### config.mk
export PLATFORM = sky130hd
export DESIGN_NAME = aes_encrypt
export DESIGN_NICKNAME = d
export VERILOG_FILES = /design/src/rtl/aes_pkg.sv /design/src/rtl/aes_sbox.sv /design/src/rtl/aes_encrypt.sv
export SDC_FILE = /design/constraint.sdc
export NUM_CORES = 2
export LEC_CHECK = 0
export BUFFER_PORTS_ARGS = -buffer_cell sky130_fd_sc_hd__buf_2
export CAP_MARGIN = 20
export CORE_AREA = 5 5 645 647
export DETAILED_ROUTE_END_ITERATION = 8
export DIE_AREA = 0 0 650 652
export PLACE_DENSITY = 0.39
export SYNTH_ARGS = -nofsm -noshare
export SYNTH_HDL_FRONTEND = slang
export SYNTH_SLANG_ARGS = --single-unit
### constraint.sdc
create_clock -name clk -period 11.4 [get_ports clk]
set_input_delay 2.28 -clock clk [delete_from_list [all_inputs] [get_ports clk]]
set_output_delay 2.28 -clock clk [all_outputs]
set_load 0.1 [all_outputs]
### src/rtl/aes_pkg.sv
// Shared AES constants and GF(2^8) helpers for the iterative cipher and inverse-cipher blocks.
package aes_pkg;

   localparam int Nb = 4;

   // Forward S-box, byte 0x00 in the MSBs.
   localparam logic [2047:0] SBOX_TABLE = {
      128'h637c777bf26b6fc53001672bfed7ab76, 128'hca82c97dfa5947f0add4a2af9ca472c0,
      128'hb7fd9326363ff7cc34a5e5f171d83115, 128'h04c723c31896059a071280e2eb27b275,
      128'h09832c1a1b6e5aa0523bd6b329e32f84, 128'h53d100ed20fcb15b6acbbe394a4c58cf,
      128'hd0efaafb434d338545f9027f503c9fa8, 128'h51a3408f929d38f5bcb6da2110fff3d2,
      128'hcd0c13ec5f974417c4a77e3d645d1973, 128'h60814fdc222a908846eeb814de5e0bdb,
      128'he0323a0a4906245cc2d3ac629195e479, 128'he7c8376d8dd54ea96c56f4ea657aae08,
      128'hba78252e1ca6b4c6e8dd741f4bbd8b8a, 128'h703eb5664803f60e613557b986c11d9e,
      128'he1f8981169d98e949b1e87e9ce5528df, 128'h8ca1890dbfe6426841992d0fb054bb16
   };

   function automatic logic [7:0] sbox(input logic [7:0] b);
      return SBOX_TABLE[{~b, 3'b000} +: 8];
   endfunction

   function automatic logic [7:0] xtime(input logic [7:0] b);
      return {b[6:0], 1'b0} ^ (b[7] ? 8'h1b : 8'h00);
   endfunction

   function automatic logic [7:0] gmul(input logic [7:0] a, input logic [7:0] b);
      logic [7:0] p;
      logic [7:0] aa;
      p  = '0;
      aa = a;
      for (int unsigned i = 0; i < 8; i++) begin
         if (b[i]) p = p ^ aa;
         aa = xtime(aa);
      end
      return p;
   endfunction

endpackage

### src/rtl/aes_sbox.sv
// Combinational 8-bit AES forward S-box.
module aes_sbox
   import aes_pkg::*;
(
   input  logic [7:0] in,
   output logic [7:0] out
);

   assign out = sbox(in);

endmodule

### src/rtl/aes_encrypt.sv
// Iterative AES encryptor: whitening step, then one round per enabled clock, then hold.
module aes_encrypt
   import aes_pkg::*;
#(
   parameter int Nk = 4,
   parameter int Nr = 10
) (
   input  logic                    clk,
   input  logic                    reset,
   input  logic                    enable,
   input  logic [127:0]            in,
   input  logic [128*(Nr+1)-1:0]   keys,
   output logic [127:0]            out
);

   localparam int RCW = $clog2(Nr + 2);
   localparam logic [RCW-1:0] RC_LAST = RCW'(Nr);
   localparam logic [RCW-1:0] RC_DONE = RCW'(Nr + 1);

   if (Nr != Nk + 6) begin : g_cfg_err
      $error("aes_encrypt: Nr must equal Nk+6");
   end

   logic [RCW-1:0] rc;
   logic [7:0]     sb [16];
   logic [7:0]     sr [16];
   logic [7:0]     mc [16];
   logic [127:0]   rkey [Nr+1];
   logic [127:0]   rk;
   logic [127:0]   round_out;

   for (genvar i = 0; i <= Nr; i++) begin : g_rk
      assign rkey[i] = keys[128*(Nr+1-i)-1 -: 128];
   end

   for (genvar i = 0; i < 16; i++) begin : g_sbox
      aes_sbox u_sbox (
         .in  (out[127-8*i -: 8]),
         .out (sb[i])
      );
   end

   // rc = Nr+1 selects no key; the result is unused once done.
   always_comb begin
      rk = '0;
      for (int unsigned i = 0; i < Nr + 1; i++)
         if (rc == RCW'(i)) rk = rkey[i];
   end

   always_comb begin
      sr        = '{default: '0};
      mc        = '{default: '0};
      round_out = '0;
      for (int unsigned r = 0; r < 4; r++)
         for (int unsigned c = 0; c < Nb; c++)
            sr[r + 4*c] = sb[r + 4*((c + r) % 4)];
      for (int unsigned c = 0; c < Nb; c++) begin
         mc[4*c]   = xtime(sr[4*c]) ^ xtime(sr[4*c+1]) ^ sr[4*c+1] ^ sr[4*c+2] ^ sr[4*c+3];
         mc[4*c+1] = sr[4*c] ^ xtime(sr[4*c+1]) ^ xtime(sr[4*c+2]) ^ sr[4*c+2] ^ sr[4*c+3];
         mc[4*c+2] = sr[4*c] ^ sr[4*c+1] ^ xtime(sr[4*c+2]) ^ xtime(sr[4*c+3]) ^ sr[4*c+3];
         mc[4*c+3] = xtime(sr[4*c]) ^ sr[4*c] ^ sr[4*c+1] ^ sr[4*c+2] ^ xtime(sr[4*c+3]);
      end
      for (int unsigned i = 0; i < 16; i++)
         round_out[127-8*i -: 8] = ((rc == RC_LAST) ? sr[i] : mc[i]) ^ rk[127-8*i -: 8];
   end

   always_ff @(posedge clk or posedge reset) begin
      if (reset) begin
         out <= '0;
         rc  <= '0;
      end else if (enable && rc != RC_DONE) begin
         out <= (rc == '0) ? (in ^ rk) : round_out;
         rc  <= rc + 1'b1;
      end
   end

endmodule

==> impl_metrics.ini <==
[clock_tree]
cts.sinks = 132
clock_path_buffers = 3
cts_setup_buffers = 0
cts_tree = done
ctsResizeCount = 0
cts.clk_slew.worst_paths_ps = 70
worstSkewPairLatency_ps = 610
postCtsHoldBufs = 0
root_buffer = clkbuf_16
cts_buffers = 25
htree_levels = 4

[timing]
finalWorstSetupSlack_ps = 4810
fin_skew_ps = 42.3
final_max_slew_viol_count = 0
fin_crit_ps = 6590
rsz0062_at_grt = no
setup_violations = 0
relSlewSlack_pct = 10.0
layout_worst_path_cycle_share_pct = 57.8
hold_viol = 0
tns_ps = 0
worst_pin_slew_ps = 1350
fmax_ghz = 0.152

[floorplan]
start_util_pct = 18.9
placementRows = 235
dieArea_um2 = 424000
fp.dieH_um = 652
pin_count = 1667
die_x_um = 650
design.core.area_um2 = 409000

[synth]
yosysMostFrequentCell = o21ai_0
synth_area_leaders = o21ai_0, a21oi_1, nand2_1
syn_inst = 11900
synth_fp_nets = 13700
syn_area_um2 = 77500
yosys.area.top_type_share_pct = 7.12
synth_edf_count = 0
synth-async-reset-ratio_pct = 100
yosys_register_bits = 132
yosysTopAreaCell = o21ai_0
yosys_most_used_dff = dfrtp_1
synth_warnings = 0
syn_avg_cell_area_um2 = 6.51
seq_area_frac_synth_pct = 4.26
ys_types = 131
yosys-top-cells-count = o21ai_0, a21oi_1, nand2_1, nor2_1, clkbuf_1

[hold_path]
hp-class = reg -> reg

[drt]
firstDrtPassIters = 9
routed_via_density = 6.17
ant_nets = 0
post_drt_wl_per_cell_um = 45.7
routed_wl_um = 863000
post-route-drc-count = 7
vias = 117000
drt_iter0_drc = 20300

[layout]
area_delta_synth_final_pct = 20.1
nets = 14300
fin_cells = 18900
drive_gt1_share_pct = 21.6

[critical_path]
crit_slowest_cell = nor3_1
startpoint_type = register
critPathMaxStageDelay_ps = 690
r2r_cells = 16
critPathMaxFanout = 35
startpoint = rc[0]
path_cells = inv_1, ha_1, nor2b_4, buf_4, and2_4, buf_4, a221oi_1, nor3_1, a221oi_1, a211oi_1, a21oi_1, o21ai_0, o21ai_0, o21ai_1, xnor2_1, o21ai_0
rr_endpoint = out[120]
reg2reg_from = rc[0]
criticalPathCategory = reg -> reg
arrival_ps = 7010
required_ps = 11820
end_kind = register
critPathCapture = out[120]
rrSetupSlack_ps = 4810
worst_path_most_repeated_cell = o21ai_0

[placement]
pre_cts_slack_ps = 4580
portBuffers = 1666
dpl.hpwl_um = 700000
dp.cells = 18000
gp_congestion = 1.07

[global_routing]
grt.overflow.total = 0
grt_start_max_net_pins = 114
grt_util_all_layers_pct = 38.1
grt_pass1_wl_um = 1100000
grt_pass1_vias = 104000
antenna_found_initial = 449

[run_status]
violations = DRC
status = finished, violations left

[job]
max_cap_violations = 0
## how the worst min path moves through the flow
stage	start	to	slack (ps)	depth (start not counted)
finish	out[118]	out[118]	490	2
floorplan	rc[0]	rc[3]	570	2
global placement	out[118]	out[118]	470	2
CTS	out[118]	out[118]	490	2
global route	out[81]	out[81]	510	2
detailed placement	out[118]	out[118]	480	2
## state kept, by name (all words and copies together) (netlist names)
name / flops
out: 128
rc: 4
## cell usage in the layout, fill, tap and decap left out, types with 64 or more instances in the layout
cell and count:
a211oi_1 290, a21oi_1 1050, a221oi_1 400, a22oi_1 136
a311oi_1 155, a31oi_1 217, and2_1 94, and3_1 64
buf_2 1666, buf_4 415, dfrtp_1 74, diode_2 865
ha_1 229, inv_1 141, mux2i_1 91, mux4_2 136
nand2_1 985, nand2b_1 378, nand3_1 314, nor2_1 981
nor2b_1 328, nor3_1 419, o211ai_1 205, o21ai_0 1045
o21ai_1 75, o221ai_1 120, o22ai_1 123, o311ai_0 157
o31ai_1 108, or2_2 69, or3_1 87, xnor2_1 383
xor2_1 160
## per-stage QoR
step / hold WS (ps) / area [µm²] / util [%]
finish: 492 / 93000 / 22.7
detailed placement: 481 / 90000 / 22.0
floorplan: 574 / 77500 / -
global placement: 469 / 89900 / 22.0
CTS: 495 / 90700 / 22.2
global route: 514 / 92300 / 22.6
## final cells by class
cell class | instances | area, µm²
antenna | 865 | 2160
clock inverter | 5 | 50.0
multi-input combinational | 10100 | 67400
fill | 47300 | 316000
inverter | 189 | 717
timing repair buffer | 2106 | 11800
tap | 5451 | 6820
clock buffer | 28 | 667
sequential | 132 | 3440
## cell families after synthesis
family	after synthesis	synth area share [%]
simple gates	4092	25.9
mux	262	5.65
compound gates	4951	43.7
xor+xnor	578	7.07
flops	132	4.26
buf+inv	1654	9.60
fa+ha+maj	234	3.77
## critical path: cells and delay by family, from the launching register on
| kind | cells | cell delay [ps] |
|---|---|---|
| buffers and inverters | 3 | 1020 |
| xor gates and xnor gates | 1 | 190 |
| DFF | 1 | 430 |
| AOI/OAI and AO/OA | 8 | 2570 |
| and+or+nand+nor | 3 | 1500 |
| adders and majority gates | 1 | 570 |
## layer usage
layer	routed length, µm	vias to the layer above	part of all wire [%]	track usage [%]
li1	-	47700	-	-
met1	316000	57600	37	44.5
met2	355000	9049	41	54.9
met3	99400	2046	12	13.5
met4	91400	184	11	33.5
met5	1370	-	0.16	0.0113
Power is not shown: default switching activity piles up to over one toggle a cycle in this logic, so the estimate is an artifact.
